**config.mk**
```make
export PLATFORM = sky130hd
export DESIGN_NAME = brightness_selector_flat
export DESIGN_NICKNAME = d
export VERILOG_FILES = /design/src/rtl/brightness_pkg.sv /design/src/rtl/brightness_selector_if.sv /design/src/rtl/btn_debounce.sv /design/src/rtl/brightness_selector.sv /design/src/flat_wrapper.sv
export SDC_FILE = /design/constraint.sdc
export NUM_CORES = 1
export LEC_CHECK = 0
export BUFFER_PORTS_ARGS = -buffer_cell sky130_fd_sc_hd__buf_2
export CAP_MARGIN = 20
export CELL_PAD_IN_SITES_DETAIL_PLACEMENT = 0
export CELL_PAD_IN_SITES_GLOBAL_PLACEMENT = 1
export CORE_MARGIN = 8
export CORE_UTILIZATION = 52
export CTS_BUF_LIST = sky130_fd_sc_hd__clkbuf_16
export CTS_CLUSTER_DIAMETER = 60
export DETAILED_ROUTE_END_ITERATION = 10
export GPL_TIMING_DRIVEN = 0
export HOLD_SLACK_MARGIN = 0.08
export PLACE_DENSITY_LB_ADDON = 0.05
export SYNTH_ARGS = -nofsm -noshare
export SYNTH_HDL_FRONTEND = slang
export SYNTH_SLANG_ARGS = --single-unit
```
**constraint.sdc**
```tcl
create_clock -name clk -period 4.4 [get_ports clk]
set_input_delay 0.66 -clock clk [delete_from_list [all_inputs] [get_ports clk]]
set_output_delay 0.66 -clock clk [all_outputs]
set_load 0.01 [all_outputs]
```
**src/rtl/brightness_pkg.sv**
```systemverilog
// Shared types and constants for the brightness selector.
//   btn_state_e : per-button debounce FSM state
//   DUTY_FULL   : duty code for full brightness
//   DUTY_OFF    : duty code for LED off (reset value)
//   next_duty() : saturating one-step update of the duty code
package brightness_pkg;

    typedef enum logic [1:0] {
        ST_IDLE         = 2'd0,
        ST_PRESS_WAIT   = 2'd1,
        ST_HELD         = 2'd2,
        ST_RELEASE_WAIT = 2'd3
    } btn_state_e;

    localparam int unsigned DUTY_W = 2;

    localparam logic [DUTY_W-1:0] DUTY_FULL = 2'b00;
    localparam logic [DUTY_W-1:0] DUTY_OFF  = 2'b11;

    // Simultaneous up/down requests cancel; the ends of the range saturate.
    function automatic logic [DUTY_W-1:0] next_duty(
        input logic [DUTY_W-1:0] cur,
        input logic              up,
        input logic              down
    );
        logic [DUTY_W-1:0] res;
        res = cur;
        if (up && !down && (cur != DUTY_FULL)) begin
            res = cur - DUTY_W'(1);
        end else if (down && !up && (cur != DUTY_OFF)) begin
            res = cur + DUTY_W'(1);
        end
        return res;
    endfunction

endpackage

```
**src/rtl/brightness_selector_if.sv**
```systemverilog
// Button / brightness bus between the user side and the selector.
//   btn_up, btn_down : raw push-buttons, 1 = pressed
//   duty_cycle       : registered brightness code (00 full on, 11 off)
//   level_changed    : one-cycle pulse when duty_cycle takes a new value
interface brightness_selector_if;
    import brightness_pkg::*;

    logic              btn_up;
    logic              btn_down;
    logic [DUTY_W-1:0] duty_cycle;
    logic              level_changed;

    modport master (
        output btn_up,
        output btn_down,
        input  duty_cycle,
        input  level_changed
    );

    modport slave (
        input  btn_up,
        input  btn_down,
        output duty_cycle,
        output level_changed
    );

endinterface

```
**src/rtl/btn_debounce.sv**
```systemverilog
// Synchronizer, debounce FSM and auto-repeat for one push-button.
//   i_clk  : clock
//   i_rst  : synchronous active-high reset
//   i_btn  : raw asynchronous button level
//   o_step : one-cycle step request (registered) on accepted press and on each repeat
module btn_debounce
    import brightness_pkg::*;
#(
    parameter int unsigned DEBOUNCE_CYCLES = 250000,
    parameter int unsigned REPEAT_CYCLES   = 12500000
) (
    input  logic i_clk,
    input  logic i_rst,
    input  logic i_btn,
    output logic o_step
);

    localparam int unsigned MAX_CYCLES = (DEBOUNCE_CYCLES > REPEAT_CYCLES) ?
                                         DEBOUNCE_CYCLES : REPEAT_CYCLES;
    localparam int unsigned CNT_W      = $clog2(MAX_CYCLES) + 1;

    localparam logic [CNT_W-1:0] DB_LAST  = CNT_W'(DEBOUNCE_CYCLES - 1);
    localparam logic [CNT_W-1:0] REP_LAST = CNT_W'(REPEAT_CYCLES - 1);

    logic             r_sync1;
    logic             r_sync2;
    btn_state_e       r_state;
    btn_state_e       w_state_nxt;
    logic [CNT_W-1:0] r_db_cnt;
    logic [CNT_W-1:0] w_db_cnt_nxt;
    logic [CNT_W-1:0] r_rep_cnt;
    logic [CNT_W-1:0] w_rep_cnt_nxt;
    logic [CNT_W-1:0] w_rep_adv;
    logic             w_step_nxt;

    // Two-flop synchronizer on the raw button.
    always_ff @(posedge i_clk) begin
        if (i_rst) begin
            r_sync1 <= 1'b0;
            r_sync2 <= 1'b0;
        end else begin
            r_sync1 <= i_btn;
            r_sync2 <= r_sync1;
        end
    end

    // Repeat counter keeps running through a release glitch, parking at its
    // last value so the next repeat fires as soon as HELD resumes.
    assign w_rep_adv = (r_rep_cnt == REP_LAST) ? r_rep_cnt : r_rep_cnt + CNT_W'(1);

    // State, counter and step registers.
    always_ff @(posedge i_clk) begin
        if (i_rst) begin
            r_state   <= ST_IDLE;
            r_db_cnt  <= '0;
            r_rep_cnt <= '0;
            o_step    <= 1'b0;
        end else begin
            r_state   <= w_state_nxt;
            r_db_cnt  <= w_db_cnt_nxt;
            r_rep_cnt <= w_rep_cnt_nxt;
            o_step    <= w_step_nxt;
        end
    end

    // Next-state and counter logic.
    always_comb begin
        w_state_nxt   = r_state;
        w_db_cnt_nxt  = r_db_cnt;
        w_rep_cnt_nxt = r_rep_cnt;
        w_step_nxt    = 1'b0;
        case (r_state)
            ST_IDLE: begin
                w_rep_cnt_nxt = '0;
                if (r_sync2) begin
                    w_state_nxt  = ST_PRESS_WAIT;
                    w_db_cnt_nxt = '0;
                end
            end
            ST_PRESS_WAIT: begin
                if (!r_sync2) begin
                    w_state_nxt = ST_IDLE;
                end else if (r_db_cnt == DB_LAST) begin
                    w_state_nxt   = ST_HELD;
                    w_step_nxt    = 1'b1;
                    w_rep_cnt_nxt = '0;
                end else begin
                    w_db_cnt_nxt = r_db_cnt + CNT_W'(1);
                end
            end
            ST_HELD: begin
                if (!r_sync2) begin
                    w_state_nxt   = ST_RELEASE_WAIT;
                    w_db_cnt_nxt  = '0;
                    w_rep_cnt_nxt = w_rep_adv;
                end else if (r_rep_cnt == REP_LAST) begin
                    w_step_nxt    = 1'b1;
                    w_rep_cnt_nxt = '0;
                end else begin
                    w_rep_cnt_nxt = w_rep_adv;
                end
            end
            ST_RELEASE_WAIT: begin
                if (r_sync2) begin
                    w_state_nxt   = ST_HELD;
                    w_rep_cnt_nxt = w_rep_adv;
                end else if (r_db_cnt == DB_LAST) begin
                    w_state_nxt   = ST_IDLE;
                    w_rep_cnt_nxt = '0;
                end else begin
                    w_db_cnt_nxt  = r_db_cnt + CNT_W'(1);
                    w_rep_cnt_nxt = w_rep_adv;
                end
            end
            default: begin
                w_state_nxt = ST_IDLE;
            end
        endcase
    end

endmodule

```
**src/rtl/brightness_selector.sv**
```systemverilog
// Two-button brightness control producing a 2-bit PWM duty code.
//   clk  : clock
//   rst  : synchronous active-high reset
//   bus  : slave side of brightness_selector_if
//          (btn_up/btn_down in, duty_cycle/level_changed out)
module brightness_selector
    import brightness_pkg::*;
#(
    parameter int unsigned DEBOUNCE_CYCLES = 250000,
    parameter int unsigned REPEAT_CYCLES   = 12500000
) (
    input  logic                  clk,
    input  logic                  rst,
    brightness_selector_if.slave  bus
);

    logic              w_step_up;
    logic              w_step_down;
    logic [DUTY_W-1:0] w_duty_nxt;
    logic [DUTY_W-1:0] r_duty;
    logic              r_level_changed;

    btn_debounce #(
        .DEBOUNCE_CYCLES (DEBOUNCE_CYCLES),
        .REPEAT_CYCLES   (REPEAT_CYCLES)
    ) u_deb_up (
        .i_clk  (clk),
        .i_rst  (rst),
        .i_btn  (bus.btn_up),
        .o_step (w_step_up)
    );

    btn_debounce #(
        .DEBOUNCE_CYCLES (DEBOUNCE_CYCLES),
        .REPEAT_CYCLES   (REPEAT_CYCLES)
    ) u_deb_down (
        .i_clk  (clk),
        .i_rst  (rst),
        .i_btn  (bus.btn_down),
        .o_step (w_step_down)
    );

    assign w_duty_nxt = next_duty(r_duty, w_step_up, w_step_down);

    // Level register; the pulse only fires on a real change, so saturated
    // or cancelled steps stay silent.
    always_ff @(posedge clk) begin
        if (rst) begin
            r_duty          <= DUTY_OFF;
            r_level_changed <= 1'b0;
        end else begin
            r_duty          <= w_duty_nxt;
            r_level_changed <= (w_duty_nxt != r_duty);
        end
    end

    assign bus.duty_cycle    = r_duty;
    assign bus.level_changed = r_level_changed;

endmodule

```
**src/flat_wrapper.sv**
```systemverilog
// flat-port wrapper written by rule: the top's interface ports become plain ports
module brightness_selector_flat import brightness_pkg::*;
#(
    parameter int unsigned DEBOUNCE_CYCLES = 250000,
    parameter int unsigned REPEAT_CYCLES   = 12500000
)
  (clk, rst, bus_btn_up, bus_btn_down, bus_duty_cycle, bus_level_changed);
  brightness_selector_if bus_i ();
  input  logic clk;
  input  logic rst;
  input wire logic [$bits(bus_i.btn_up)-1:0] bus_btn_up;
  input wire logic [$bits(bus_i.btn_down)-1:0] bus_btn_down;
  output wire logic [$bits(bus_i.duty_cycle)-1:0] bus_duty_cycle;
  output wire logic [$bits(bus_i.level_changed)-1:0] bus_level_changed;
  assign bus_i.btn_up = bus_btn_up;
  assign bus_i.btn_down = bus_btn_down;
  assign bus_duty_cycle = bus_i.duty_cycle;
  assign bus_level_changed = bus_i.level_changed;
  brightness_selector #(.DEBOUNCE_CYCLES(DEBOUNCE_CYCLES), .REPEAT_CYCLES(REPEAT_CYCLES)) u_core (.clk(clk), .rst(rst), .bus(bus_i));
endmodule
```
### After elaboration in Yosys (flattened, before gate mapping)

Cells that the tools add are included.

| word-level totals | value |
|---|---|
| word-level logic and storage cells | 115 |
| output and inout port bits | 3 |
| register bits | 113 |

| cells by class | value |
|---|---|
| equality and inequality tests | 26 |
| add/sub/neg operators | 6 |
| reduce and logical (&&, ||, !) cells | 15 |
| multiplexer cells | 54 |

Operators by type and width:

| operator | count |
|---|---|
| $mux W25 | 24 |
| $pmux W25 S4 | 4 |
| $add A25 B1 Y25 const B | 4 |
| $eq A25 B18 Y1 const B | 2 |
| $eq A25 B24 Y1 const B | 2 |
| $mux W2 | 14 |
| $ne A2 B2 Y1 const B | 11 |
| $pmux W2 S4 | 2 |
| $reduce_and A4 Y1 | 4 |
| $ne A3 B3 Y1 const B | 4 |
| $eq A2 B2 Y1 const B | 4 |
| $mux W1 | 8 |
| $eq A2 B1 Y1 const B | 2 |
| $logic_and A1 B1 Y1 | 4 |
| $logic_not A2 Y1 | 2 |
| $pmux W1 S2 | 2 |
| $reduce_and A2 Y1 | 2 |
| $add A2 B1 Y2 const B | 1 |
| $logic_not A1 Y1 | 2 |
| $ne A2 B2 Y1 | 1 |
| $reduce_bool A2 Y1 | 1 |
| $sub A2 B1 Y2 const B | 1 |

### Longest topological paths before layout

| depth | value |
|---|---|
| depth after elaboration | 6 |
| gate-level depth with buffers | 10 |
| mapped depth without buffers | 10 |

### Hierarchy

A second synthesis with hierarchy kept.

| second synthesis, totals | value |
|---|---|
| cells, all modules | 731 |
| area total of the unflattened synthesis | 6258.5 um^2 |

By module, submodules not included:

| module | instances | area each (um^2) | seq. area each (um^2) | cells each |
|---|---|---|---|---|
| btn_debounce (u_core.u_deb_up) | 1 | 3078.0 | 1101.1 | 356 |
| btn_debounce (u_core.u_deb_down) | 1 | 3017.9 | 1101.1 | 358 |
| brightness_selector | 1 | 162.7 | 60.1 | 17 |

### Worst setup path after synthesis

Ideal clock, no wire load.

| timing path | value |
|---|---|
| path kind | reg2reg |
| start | register u_core.u_deb_down.r_db_cnt[0] |
| end | register u_core.u_deb_down.r_rep_cnt[3] |
| library setup time | 0.115 ns |
| path slack | 1.982 ns |
| stages on the path, launching flop included | 10 |
| data required time | 4.285 ns |
| path buffers | 2 |
| arrival | 2.302 ns |
| path through | dfxtp_1 -> ha_1 -> or4bb_1 -> or3_1 -> buf_6 -> o31a_1 -> buf_6 -> nor3_1 -> xnor2_1 -> nor2_2 |

| on the way | value |
|---|---|
| cells in the longest elaborated chain, start to end | 4 |
| elaborated cells between the ends (all ways) | 6 |
| classes of those cells | eq/ne: 2; mux: 3; reduce/logical: 1 |

RTL lines:

| element | line | source |
|---|---|---|
| start: declaration | btn_debounce.sv:29 | `logic [CNT_W-1:0] r_db_cnt;` |
| start signal: assignment | btn_debounce.sv:60 | `r_db_cnt <= w_db_cnt_nxt;` |
| $eq A25 B18 Y1 * | btn_debounce.sv:83, btn_debounce.sv:107 |  |
| $mux W25 | btn_debounce.sv:107 | `end else if (r_db_cnt == DB_LAST) begin` |
| $mux W25 | btn_debounce.sv:104 | `if (r_sync2) begin` |
| $pmux W25 S4 | btn_debounce.sv:72 | `case (r_state)` |
| end signal: assignment | btn_debounce.sv:61 | `r_rep_cnt <= w_rep_cnt_nxt;` |
| end: declaration | btn_debounce.sv:31 | `logic [CNT_W-1:0] r_rep_cnt;` |

Every way passes the cells marked *; elsewhere a longest branch is shown, timed or not.
A chain may end at the register's enable or synchronous reset.

### Worst setup path in the final report

| timing path | value |
|---|---|
| start | register u_core.u_deb_down.r_rep_cnt[0] |
| end | register u_core.u_deb_down.r_rep_cnt[22] |

| on the way | value |
|---|---|
| cells in the longest elaborated chain, start to end | 5 |
| elaborated cells between the ends (all ways) | 8 |
| classes of those cells | add/sub: 1; eq/ne: 1; mux: 6 |

RTL lines:

| element | line | source |
|---|---|---|
| $add A25 B1 Y25 or $eq A25 B24 Y1 (tied branches) | btn_debounce.sv:49, btn_debounce.sv:96 |  |
| $mux W25 | btn_debounce.sv:49 | `assign w_rep_adv = (r_rep_cnt == REP_LAST) ? r_rep_cnt : r_rep_cnt + CNT_W'(1);` |
| $mux W25, on equally long branches | btn_debounce.sv:107, btn_debounce.sv:96 |  |
| $mux W25, on equally long branches | btn_debounce.sv:104, btn_debounce.sv:92 |  |
| $pmux W25 S4 * | btn_debounce.sv:72 |  |

Marked as above.

==> run metrics <==
Tmin final=2.88 ns; worst endpoint data arrival time=3.19 ns; Final Hold Vio Count=0; Synth Register Bits=113; part of the power in registers=0.379; TritonCTS Buffers=17; n_diodes=0; crit path max fanout=10; Final setup viols=0; hold crit path type=reg -> reg; Hold Crit Depth=1; # rows=39; PostCTS Resize Cnt=0; RSZ-0062 raised after global routing=no; initial cell density of the core=0.530; Most used DFF post-synth=dfxtp_1; total power=2.76 mW; share of layout cells above drive strength 1=0.0957; P_sw=0.664 mW; all-layer global routing usage=0.192; syn avg cell area=8.31 um^2; GRT overflow=0; crit share post-route=0.653; setup skew after layout=0.0169 ns; asr flop ratio synth=0; post-route insts no fill=906; Initial DRT Pass Iterations=5; TritonCTS clock tree=built; Ys Warns=0; vias=5,272; Switching Share=0.241; 1st-iter DRT viols=335; Post-Syn Instances=725; die area=15,300 um^2; Setup TNS=0 ns; Worst Setup End Kind=flop; leading post-synthesis cells by cell area=dfxtp_1 38%, nor2_1 6.5%, xnor2_1 6.3%; first-pass GRT wire length=23,500 um; syn nets=745; initial antenna violation count=0; clock root buffer=clkbuf_16; clock power share=0.530; status=finished clean; Core Footprint=11,400 um^2; depth of the worst register-to-register path=8; Startpoint Class=flop; # IOs=7; worst-path cell chain=ha_1 > nand4bb_1 > or3b_2 > nor3_1 > a31oi_1 > o21ai_2 > buf_4 > nor2_1; pin count of the biggest net entering global routing=17; met2 Track Usage GR=0.317; fin area=6860 um^2; fmax=0.348 GHz; Gate power share=0.092; GRT busiest layer=met2; worst vdd ir=0.342 mV; number of H-tree levels=4; P per Cell Area=403 nW/um^2; Layout area overhead=13.8%; sequential area share after synthesis=0.376; Cell Area, Synth=6020 um^2; HPWL after DPL=9660 um; WL/cell=15.1 um; Clock Latency Late Sink=0.43 ns; die height=124 um; Worst path max stage delay=0.88 ns; GR met1 Demand/Resource=0.232; Die Width=124 um; vias in the first global route=5,019; Hold-fix buffers, CTS=0; Via density=5.82; Placed Instance Area=6230 um^2; top cell type's share of synthesized area=0.376; top cells by count, synth=113 x dfxtp_1, 105 x nor2_1, 44 x nand4_1, 43 x xnor2_1; CTS clk-pin slew, worst paths=0.06 ns; worst setup path category=reg -> reg; max_cap viols=0; # DRC=0; Final ANT Viol Nets=0; total routed wirelength=13,700 um; slew margin rel.=0.268; Pint=2.10 mW; NumNets Final=770; GP Congestion=0.824; Setup Buffers After CTS=0; Slew Limit Fails=0; Leak Pwr=2.22 nW; Required @ worst endpoint=4.71 ns; number of port buffers=6; cell count after placement=874; Post-synth EDFFs=0; cell taking the most area after synthesis=dfxtp_1; top-count cell post-synth=dfxtp_1; met3 usage=0.0508; Cell variety after synth=65; critical path's slowest cell=nor3_1; # clock sinks=113; Worst Tran Pin Value=1.09 ns; Bufs on Longest Clock Path=2
-- kinds of logic after synthesis --
kind of cell / synth area share
compound gates: 0.106
flops: 0.376
mux: 0.0106
buf+inv: 0.0357
simple gates: 0.330
xor+xnor: 0.109
fa+ha+maj: 0.0332
-- sequential cells by signal, indices dropped and copies added, names as in the netlist, named ones only --
register,cells
u_core.u_deb_down.r_state,1
u_core.u_deb_down.r_sync1,1
u_core.u_deb_up.r_rep_cnt,25
u_core.u_deb_down.r_sync2,1
u_core.u_deb_up.r_db_cnt,25
u_core.u_deb_down.r_db_cnt,25
u_core.u_deb_up.r_state,1
u_core.u_deb_down.o_step,1
u_core.bus.level_changed,1
u_core.u_deb_up.r_sync2,1
u_core.u_deb_down.r_rep_cnt,25
u_core.u_deb_up.o_step,1
u_core.u_deb_up.r_sync1,1
u_core.bus.duty_cycle,2
-- worst paths after layout --
kind	to	slack (ns)	from
worst max-delay path	u_core.u_deb_down.r_rep_cnt[22]	1.52	u_core.u_deb_down.r_rep_cnt[0]
worst min-delay path	u_core.u_deb_up.r_sync2	0.43	u_core.u_deb_up.r_sync1
worst max register to register	u_core.u_deb_down.r_rep_cnt[22]	1.52	u_core.u_deb_down.r_rep_cnt[0]
worst min register to register	u_core.u_deb_up.r_sync2	0.43	u_core.u_deb_up.r_sync1
-- power by group through the flow --
stage	clock network [mW]	logic [mW]	registers (mW)
2_1_floorplan	0	0.183	1.06
3_3_place_gp	0	0.251	1.07
3_5_place_dp	0	0.254	1.07
4_1_cts	1.49	0.255	1.05
5_1_grt	1.53	0.281	1.05
6_report	1.46	0.253	1.05
-- placed cells by master (no fill, tap or decap), types with 16 or more instances in the layout --
master,count
dfxtp_1,113
nor2_1,105
nand4_1,44
xnor2_1,43
nand2_1,41
nand3_1,41
a21oi_1,36
xor2_1,32
nor3_1,28
o21ai_0,28
inv_1,21
or3_1,18
clkbuf_16,17
nor4_1,16
ha_1,16
-- worst max-delay path: cells and delay by family, from the launching register on --
kind | cells | cell delay [ns]
compound gates | 2 | 0.39
buf+inv | 1 | 0.24
flops | 1 | 0.37
simple gates | 4 | 1.53
fa+ha+maj | 1 | 0.24
-- area by class of cell --
class                   count  area, um^2
clock buffers              17         425
fillers                  1025        4510
plain buffers              27         140
inverters                  20        75.1
well taps                 143         179
clock inverters            15         199
flip-flops and latches    113        2260
multi-input cells         565        3550
repair buffers              6        30.0
-- stage by stage --
step	setup WS, ns	hold slack (ns)	util
finish	1.52	0.428	0.603
global route	1.31	0.460	0.603
CTS	1.51	0.435	0.603
detailed placement	1.52	0.425	0.548
global placement	1.60	0.429	0.548
floorplan	1.98	0.414	-
-- routing by layer --
layer,share of wire,routed length (um)
met5,0,0
met4,0.020,269
met2,0.48,6540
met1,0.47,6450
met3,0.031,431
(Power assumes the default switching activity.)
